### src/rtl/svga_pixel_pipeline_if.sv
// Memory-side bus of the SVGA pixel pipeline: video RAM and font ROM ports.
// Both memories are synchronous, with data valid one cycle after the address.
interface svga_pixel_pipeline_if;
  logic [10:0] vram_addr;
  logic [7:0]  vram_data;
  logic [9:0]  font_addr;
  logic [7:0]  font_data;

  modport master (
    output vram_addr,
    output font_addr,
    input  vram_data,
    input  font_data
  );

  modport slave (
    input  vram_addr,
    input  font_addr,
    output vram_data,
    output font_data
  );
endinterface

### src/rtl/svga_pixel_pipeline.sv
// Seven-stage text/graphics pixel pipeline: counters in, video RAM and font ROM
// fetch, pixel select, palette lookup and registered rgb out.
module svga_pixel_pipeline (
  input  logic                         pixel_clock,
  input  logic                         reset,
  svga_pixel_pipeline_if.master        mem,
  input  logic                         blank,
  input  logic                         show_border,
  input  logic [3:0]                   subchar_pixel,
  input  logic [4:0]                   subchar_line,
  input  logic [6:0]                   char_column,
  input  logic [6:0]                   char_line,
  input  logic [8:0]                   graph_pixel,
  input  logic [9:0]                   graph_line_3x,
  input  logic                         mode_graph,
  input  logic                         css,
  output logic [23:0]                  rgb
);

  localparam logic [23:0] ColBlack  = 24'h000000;
  localparam logic [23:0] ColTextBg = 24'h003000;
  localparam logic [23:0] ColGreen  = 24'h00FF00;
  localparam logic [23:0] ColOrange = 24'hFF8000;
  localparam logic [23:0] ColBuff   = 24'hFFFFC0;

  // Per-pixel control carried alongside the fetch so mode/css follow each pixel.
  typedef struct packed {
    logic       valid;
    logic       mode;
    logic       css;
    logic [3:0] row;
    logic [2:0] bit_idx;
    logic [1:0] pair;
  } ctl_t;

  typedef enum logic [1:0] {
    PixBlack,
    PixTextBg,
    PixTextFg,
    PixPalette
  } pix_cls_e;

  ctl_t        ctl1_d, ctl1_q, ctl2_q, ctl3_q, ctl4_q, ctl5_q;
  logic [10:0] vram_addr_d, vram_addr_q;
  logic [9:0]  font_addr_q;
  logic [7:0]  code3_q, code4_q, code5_q;

  pix_cls_e    cls6_d, cls6_q;
  logic [2:0]  idx6_d, idx6_q;
  logic        valid6_q, mode6_q, css6_q;

  logic [1:0]  gfx_c;
  logic [1:0]  quad;
  logic [23:0] pipe_rgb, border_rgb, rgb_d, rgb_q;

  logic unused_bits;
  assign unused_bits = ^{char_column[6:5], char_line[6:4], subchar_line[0], subchar_pixel[0],
                         graph_pixel[1:0], graph_line_3x[9], graph_line_3x[2:0]};

  function automatic logic [23:0] palette8(input logic [2:0] idx);
    logic [23:0] c;
    c = ColBlack;
    unique case (idx)
      3'd0: c = ColGreen;
      3'd1: c = 24'hFFFF00;
      3'd2: c = 24'h0000FF;
      3'd3: c = 24'hFF0000;
      3'd4: c = ColBuff;
      3'd5: c = 24'h00FFFF;
      3'd6: c = 24'hFF00FF;
      3'd7: c = ColOrange;
    endcase
    return c;
  endfunction

  // S1: address and selector capture.
  always_comb begin
    ctl1_d         = '0;
    ctl1_d.valid   = 1'b1;
    ctl1_d.mode    = mode_graph;
    ctl1_d.css     = css;
    ctl1_d.row     = subchar_line[4:1];
    ctl1_d.bit_idx = ~subchar_pixel[3:1];
    ctl1_d.pair    = graph_pixel[3:2];
    if (mode_graph) begin
      vram_addr_d = {graph_line_3x[8:3], graph_pixel[8:4]};
    end else begin
      vram_addr_d = {2'b00, char_line[3:0], char_column[4:0]};
    end
  end

  // S6: reduce the fetched byte to a colour class plus palette index.
  always_comb begin
    cls6_d = PixBlack;
    idx6_d = '0;
    gfx_c  = '0;
    quad   = '0;
    if (ctl5_q.mode) begin
      unique case (ctl5_q.pair)
        2'd0: gfx_c = code5_q[7:6];
        2'd1: gfx_c = code5_q[5:4];
        2'd2: gfx_c = code5_q[3:2];
        2'd3: gfx_c = code5_q[1:0];
      endcase
      cls6_d = PixPalette;
      idx6_d = {ctl5_q.css, gfx_c};
    end else if (code5_q[7]) begin
      // Quadrant bit 3 is top-left, so top and left both raise the index.
      quad   = {ctl5_q.row < 4'd6, ctl5_q.bit_idx >= 3'd4};
      idx6_d = code5_q[6:4];
      cls6_d = code5_q[quad] ? PixPalette : PixBlack;
    end else begin
      cls6_d = (mem.font_data[ctl5_q.bit_idx] ^ code5_q[6]) ? PixTextFg : PixTextBg;
    end
  end

  // S7: palette lookup, then blank and border override.
  always_comb begin
    pipe_rgb = ColBlack;
    unique case (cls6_q)
      PixBlack:   pipe_rgb = ColBlack;
      PixTextBg:  pipe_rgb = ColTextBg;
      PixTextFg:  pipe_rgb = css6_q ? ColOrange : ColGreen;
      PixPalette: pipe_rgb = palette8(idx6_q);
    endcase
    border_rgb = mode6_q ? (css6_q ? ColBuff : ColGreen) : ColBlack;
    if (blank || !valid6_q) begin
      rgb_d = ColBlack;
    end else if (show_border) begin
      rgb_d = border_rgb;
    end else begin
      rgb_d = pipe_rgb;
    end
  end

  always_ff @(posedge pixel_clock or negedge reset) begin
    if (!reset) begin
      vram_addr_q <= '0;
      font_addr_q <= '0;
      ctl1_q      <= '0;
      ctl2_q      <= '0;
      ctl3_q      <= '0;
      ctl4_q      <= '0;
      ctl5_q      <= '0;
      code3_q     <= '0;
      code4_q     <= '0;
      code5_q     <= '0;
      cls6_q      <= PixBlack;
      idx6_q      <= '0;
      valid6_q    <= 1'b0;
      mode6_q     <= 1'b0;
      css6_q      <= 1'b0;
      rgb_q       <= '0;
    end else begin
      vram_addr_q <= vram_addr_d;
      ctl1_q      <= ctl1_d;
      ctl2_q      <= ctl1_q;
      ctl3_q      <= ctl2_q;
      code3_q     <= mem.vram_data;
      ctl4_q      <= ctl3_q;
      code4_q     <= code3_q;
      // Graphics pixels leave the font address alone.
      if (!ctl3_q.mode) begin
        font_addr_q <= {code3_q[5:0], ctl3_q.row};
      end
      ctl5_q      <= ctl4_q;
      code5_q     <= code4_q;
      cls6_q      <= cls6_d;
      idx6_q      <= idx6_d;
      valid6_q    <= ctl5_q.valid;
      mode6_q     <= ctl5_q.mode;
      css6_q      <= ctl5_q.css;
      rgb_q       <= rgb_d;
    end
  end

  assign mem.vram_addr = vram_addr_q;
  assign mem.font_addr = font_addr_q;
  assign rgb           = rgb_q;

endmodule

### src/flat_wrapper.sv
// flat-port wrapper written by rule: the top's interface ports become plain ports
module svga_pixel_pipeline_flat 
  (pixel_clock, reset, blank, show_border, subchar_pixel, subchar_line, char_column, char_line, graph_pixel, graph_line_3x, mode_graph, css, rgb, mem_vram_addr, mem_font_addr, mem_vram_data, mem_font_data);
  svga_pixel_pipeline_if mem_i ();
  input  logic pixel_clock;
  input  logic reset;
  input  logic blank;
  input  logic show_border;
  input  logic [3:0] subchar_pixel;
  input  logic [4:0] subchar_line;
  input  logic [6:0] char_column;
  input  logic [6:0] char_line;
  input  logic [8:0] graph_pixel;
  input  logic [9:0] graph_line_3x;
  input  logic mode_graph;
  input  logic css;
  output logic [23:0] rgb;
  output wire logic [$bits(mem_i.vram_addr)-1:0] mem_vram_addr;
  output wire logic [$bits(mem_i.font_addr)-1:0] mem_font_addr;
  input wire logic [$bits(mem_i.vram_data)-1:0] mem_vram_data;
  input wire logic [$bits(mem_i.font_data)-1:0] mem_font_data;
  assign mem_vram_addr = mem_i.vram_addr;
  assign mem_font_addr = mem_i.font_addr;
  assign mem_i.vram_data = mem_vram_data;
  assign mem_i.font_data = mem_font_data;
  svga_pixel_pipeline u_core (.pixel_clock(pixel_clock), .reset(reset), .mem(mem_i), .blank(blank), .show_border(show_border), .subchar_pixel(subchar_pixel), .subchar_line(subchar_line), .char_column(char_column), .char_line(char_line), .graph_pixel(graph_pixel), .graph_line_3x(graph_line_3x), .mode_graph(mode_graph), .css(css), .rgb(rgb));
endmodule
### config.mk
export PLATFORM = sky130hd
export DESIGN_NAME = svga_pixel_pipeline_flat
export DESIGN_NICKNAME = d
export VERILOG_FILES = /design/src/rtl/svga_pixel_pipeline_if.sv /design/src/rtl/svga_pixel_pipeline.sv /design/src/flat_wrapper.sv
export SDC_FILE = /design/constraint.sdc
export NUM_CORES = 1
export LEC_CHECK = 0
export BUFFER_PORTS_ARGS = -buffer_cell sky130_fd_sc_hd__buf_2
export CORE_MARGIN = 1
export CORE_UTILIZATION = 40
export CTS_CLUSTER_DIAMETER = 60
export CTS_CLUSTER_SIZE = 8
export DETAILED_ROUTE_END_ITERATION = 6
export GPL_ROUTABILITY_DRIVEN = 0
export PLACE_DENSITY = 0.69
export SYNTH_ARGS = -nofsm -noshare
export SYNTH_HDL_FRONTEND = slang
export SYNTH_SLANG_ARGS = --single-unit
### constraint.sdc
create_clock -name pixel_clock -period 3.4 [get_ports pixel_clock]
set_clock_uncertainty 0.2 [all_clocks]
set_input_delay 0.34 -clock pixel_clock [delete_from_list [all_inputs] [get_ports pixel_clock]]
set_output_delay 0.34 -clock pixel_clock [all_outputs]
set_load 0.03 [all_outputs]
==> After elaboration in Yosys (flattened, before gate mapping) <==
Memories as Yosys holds them, arrays and structs flattened.
Cells that the tools add are included.
{ "totals": {"latch_bits": 0, "reg_bits": 137, "mem_bits_rw": 0, "out_inout_bits": 45, "romBits": 192, "inputBits": 64, "n_memories": 1, "wordCells": 76} }
{ "op_classes": {"mux": 18, "shift": 0, "n_addsub": 0, "reduce_logical": 4, "eq_ne": 6, "multipliers": 0, "bitwise_logic": 2, "div_mod_pow": 0, "n_lt_le_gt_ge": 4} }
{ "mem_list": {"columns": ["memory", "words", "word_bits", "read_ports", "rd_clocked_by_memory_dff", "write_ports", "line", "rtl"], "rows": [
  ["(no name shown)", 8, 24, 1, 0, 0, "svga_pixel_pipeline.sv:63", "unique case (idx)"]
]} }
{ "ops": {"columns": ["op", "n"], "rows": [
  ["2-to-1 mux 24 bit", 5],
  ["one-hot mux 24 bit (4 select lines)", 1],
  ["2-to-1 mux 11 bit", 1],
  ["== test 2 bit, second input constant", 4],
  ["2-to-1 mux 2 bit", 4],
  ["one-hot mux 2 bit (4 select lines)", 1],
  ["2-to-1 mux 3 bit", 2],
  ["== test 2 x 1 -> 1 bit, second input constant", 2],
  ["zero test 2 bit", 2],
  ["< comparator 2 x 4 -> 1 bit, second input constant", 1],
  ["< comparator 3 x 4 -> 1 bit, second input constant", 1],
  ["< comparator 4 x 3 -> 1 bit, second input constant", 1],
  ["binary-select mux 1 bit (select 3 bit)", 1],
  [">= comparator 3 bit, second input constant", 1],
  ["NOT 3 bit", 1],
  ["binary-select mux 1 bit (select 2 bit)", 1],
  ["2-to-1 mux 1 bit", 2],
  ["zero test 1 bit", 1],
  ["logical OR 1 bit", 1],
  ["XOR 1 bit", 1]
]} }

==> Depth between registers and ports, before layout <==
{ "depth": {"word_depth": 6, "mapped_depth": 6, "mapped_depth_nobuf": 6} }

==> Least setup slack after synthesis <==
No wires, ideal clock.
{ "synth_timing": {"path_kind": "reg2reg", "from": "register u_core.ctl5_q[2] (netlist bit)", "to": "register u_core.cls6_q[1]", "slack_ps": 1750, "period_less_slack_ps": 1650, "path_stages_with_launch": 5, "required_time_ps": 3070, "path_buffers": 0, "arrival_ps": 1320, "setup_time_ps": 130, "cell_sequence": "dfrtp_1 -> mux4_1 -> mux2i_4 -> xor2_1 -> o21ai_0"} }
{ "synth_via": {"elab_chain_len": 6, "word_cells_on_any_way": 10, "cone_classes": "order compare (1); mux (8); bitwise (1)"} }
{ "synth_lines": {"columns": ["item", "line", "rtl"], "rows": [
  ["from (decl)", "svga_pixel_pipeline.sv:43", "ctl_t ctl1_d, ctl1_q, ctl2_q, ctl3_q, ctl4_q, ctl5_q;"],
  ["from (signal assigned)", "svga_pixel_pipeline.sv:166", "ctl5_q <= ctl4_q;"],
  [">= comparator 3 bit or binary-select mux 1 bit (select 3 bit) (tied branches)", "svga_pixel_pipeline.sv:109, svga_pixel_pipeline.sv:113", null],
  ["binary-select mux 1 bit (select 2 bit) or 2-to-1 mux 1 bit (tied branches)", "svga_pixel_pipeline.sv:111, svga_pixel_pipeline.sv:113", null],
  ["2-to-1 mux 1 bit (implied by the code) or XOR 1 bit (tied branches)", "svga_pixel_pipeline.sv:111, svga_pixel_pipeline.sv:113", null],
  ["2-to-1 mux 2 bit (on tied branches)", "svga_pixel_pipeline.sv:111, svga_pixel_pipeline.sv:113", null],
  ["2-to-1 mux 2 bit (*)", "svga_pixel_pipeline.sv:107", "end else if (code5_q[7]) begin"],
  ["2-to-1 mux 2 bit (*)", "svga_pixel_pipeline.sv:98", "if (ctl5_q.mode) begin"],
  ["named net u_core.cls6_d[1]", "svga_pixel_pipeline.sv:48", "pix_cls_e cls6_d, cls6_q;"],
  ["to (signal assigned)", "svga_pixel_pipeline.sv:148", "cls6_q <= PixBlack;"],
  ["to (signal assigned)", "svga_pixel_pipeline.sv:168", "cls6_q <= cls6_d;"],
  ["to (decl)", "svga_pixel_pipeline.sv:48", null]
]} }
The timed path passes the listed nets; every way through them passes the cells marked *. The select of a mux whose other input is x is not followed.
A chain may end at the register's enable or synchronous reset.

==> Worst setup path after layout <==
{ "layout_timing": {"from": "input mode_graph", "to": "register u_core.vram_addr_q[7], in the netlist u_core.mem.vram_addr[7]"} }
{ "layout_via": {"elab_chain_len": 1} }
{ "layout_lines": {"columns": ["item", "line", "rtl"], "rows": [
  ["from (decl)", "flat_wrapper.sv:15", "input logic mode_graph;"],
  ["2-to-1 mux 11 bit", "svga_pixel_pipeline.sv:85", "if (mode_graph) begin"],
  ["named net u_core.vram_addr_d[7]", "svga_pixel_pipeline.sv:44", "logic [10:0] vram_addr_d, vram_addr_q;"],
  ["to (signal assigned)", "svga_pixel_pipeline.sv:155", "vram_addr_q <= vram_addr_d;"],
  ["to (decl)", "svga_pixel_pipeline.sv:44", null]
]} }
The timed path passes the listed nets, and every way through them passes these cells.

==> flow_summary.toml <==
[outcome]
run_status = "finished clean"

[floorplan]
die_h_um = 98.9
die_w_um = 98.9
top_level_ports = 109
core_area_um2 = 8890
rows = 34
die_area_um2 = 9780
start_util_pct = 42.2

[grt]
grtUsageTotal_pct = 15.4
grt_use_met2_pct = 27.6
grt_pass1_wl_mm = 11.0
grt_util_met3_pct = 6.88
overflow = 0
busiest_layer = "met2"
antenna_found_initial = 0
grt_max_degree = 85
grt_pass1_vias = 2315
grtUsageMet1_pct = 15.6

[cells_and_area]
final_util_pct = 58.8
multi_input_area_um2 = 652
seqCellArea_um2 = 2930
layout.nets = 423
n_antenna_cell = 0
layout-drive-gt1-share_pct = 40.8
areaGrowthSynthToFinish_pct = 39.1
fillers = 645

[yosys]
async_flop_share_pct = 100
synth_cells = 218
synthesis.area_um2 = 3760
syn_nets = 285
yosys.area.top_type_share_pct = 77.9
synth.area.top_cells = "dfrtp_1 78%, mux2_2 6.0%, buf_4 3.6%, mux4_1 2.1%, a21oi_1 1.2%"
yosys-top-cells-count = "117 x dfrtp_1, 20 x mux2_2, 18 x buf_4"
seq_area_frac_synth_pct = 77.9
ys_ff_latch = 117
synth-edff-count = 0
yosysTopAreaCell = "dfrtp_1"
yosysWarnings = 0
synthFlopType = "dfrtp_1"
avgSynthCellArea_um2 = 17.2
yosysMostFrequentCell = "dfrtp_1"
synth_cell_types = 27

[worst_setup_path]
startpoint = "mode_graph"
cp_num_buf_inv = 3
crit_cells = 4
path_cells = "dlygate4sd3_1 -> buf_2 -> mux2_2 -> dlygate4sd3_1"
critPathLaunchType = "input pin"
cp.arrival_ns = 2.09
cp-endpoint = "u_core.mem.vram_addr[7]"
path_max_fanout = 12
crit-reg2reg-launch = "u_core.ctl5_q[6]"
critPathKind = "input pin to flip-flop"
cp-end-kind = "flip-flop"
slowest_stage = "dlygate4sd3_1"
rr_worst_depth = 4
r2r_slack_ns = 1.63
cp_top_family = "buffers and inverters"
slowest_delay_ns = 0.57
cpMostUsedCell = "dlygate4sd3_1"
cp.required_ns = 3.57
r2r_end = "u_core.cls6_q[1]"

[route]
vias_per_cell = 4.45
ant_nets = 0
vias = 2118
drc = 0
dr.pass1.iters = 4
routedWlPerCell_um = 14.0
routed_wirelength_mm = 6.67
drt_iter0_drc = 69

[clock_tree]
cts_tree = "done"
cts_sinks = 117
numCtsBuffers = 17
post_cts_buffers = 0
clockBufferDepth = 2
h-tree-depth = 4
clockRootBuffer = "clkbuf_8"
clock_latency_ns = 0.50
path_clk_slew_ns = 0.05

[sta]
hold_viol = 0
rsz0062_at_grt = "false"
finalSetupTns_ns = 0
period_needed_ns = 1.92
finalCritPeriodShare_pct = 56.4
setup_viol = 0
clock.fmax_ghz = 0.521
slew_headroom_pct = 34.5
worst_pin_slew_ns = 0.982
slew_violations = 0

[power]
vdd.ir_drop.worst_uv = 466
cellLeakagePower_nw = 2.52
p_per_area_nw_per_um2 = 663

[job]
maxCapViolCount = 0

[place]
io_buffer_count = 95
dp_hpwl_mm = 3.46

[hold_path]
hp-class = "flip-flop to flip-flop"
[kinds of logic after synthesis]
kind of cell | synth area share, %
xor+xnor | 0.466
flops | 77.9
fa+ha+maj | 0.999
other cells | 0.0998
compound gates | 3.06
buf+inv | 4.70
mux | 9.83
simple gates | 2.90
[state kept, by name (all words and copies together), names as in the netlist, 8 cells and up]
| register | cells |
|---|---|
| u_core.code5_q | 8 |
| u_core.ctl5_q | 11 |
| u_core.ctl3_q | 12 |
| u_core.mem.font_addr | 10 |
| u_core.ctl4_q | 11 |
| u_core.code4_q | 8 |
| u_core.ctl2_q | 12 |
| u_core.code3_q | 8 |
| u_core.mem.vram_addr | 11 |
| u_core.ctl1_q | 12 |
[layout by cell type, fill, tap and decap left out, types with 4 or more instances in the layout]
cell type and instances:
dfrtp_1 117, nand2_1 4, inv_1 9, a21oi_1 9, mux2_2 20, clkbuf_16 16
clkinvlp_4 4, nand2b_1 4, dlygate4sd3_1 42, o21ai_0 5, buf_2 94
[layout make-up]
cell class | count | area share [%]
inverter | 9 | 0.647
clock buffer | 19 | 8.26
timing repair buffer | 139 | 17.5
multi-input combinational | 72 | 12.5
clock inverter | 12 | 2.51
tap | 108 | 2.59
sequential | 117 | 56.0
[where the power goes]
group	internal, mW	total, mW	switching (mW)
Clock	1.06	1.66	0.603
Combinational	0.129	0.286	0.157
Sequential	1.48	1.52	0.0443
Total	2.66	3.46	0.805
[through the flow]
| step | power, mW | instance area (um2) | worst slack, ns | hold slack [ns] | std cells |
|---|---|---|---|---|---|
| floorplan | 1.69 | 3760 | 1.75 | -0.156 | 218 |
| global placement | 1.77 | 4240 | 1.65 | 0.131 | 403 |
| detailed placement | 1.78 | 4240 | 1.63 | 0.135 | 403 |
| CTS | 3.49 | 5230 | 1.58 | 0.147 | 476 |
| global route | 3.61 | 5230 | 1.43 | 0.152 | 476 |
| finish | 3.46 | 5230 | 1.48 | 0.145 | 476 |
[routing by layer]
metal	vias up	wire length [um]
li1	986	-
met1	1033	2470
met2	92	3700
met3	7	453
met4	0	50
met5	-	0
[worst min path at each step]
stage / slack, ns / startpoint / depth (start not counted) / end
finish: 0.14 / u_core.ctl2_q[9] / 0 / u_core.ctl3_q[9]
global route: 0.15 / u_core.ctl1_q[8] / 0 / u_core.ctl2_q[8]
CTS: 0.15 / u_core.ctl2_q[11] / 0 / u_core.ctl3_q[11]
detailed placement: 0.13 / u_core.ctl1_q[8] / 0 / u_core.ctl2_q[8]
global placement: 0.13 / u_core.ctl1_q[11] / 0 / u_core.ctl2_q[11]
floorplan: -0.16 / reset / 0 / u_core.cls6_q[0]
[repair_timing]
action | in CTS | in global routing
gates resized for setup | 0 | 0
hold buffers | 42 | 0
endpoints found under the hold margin | 118 | 0
Power figures use the tool's default switching activity.
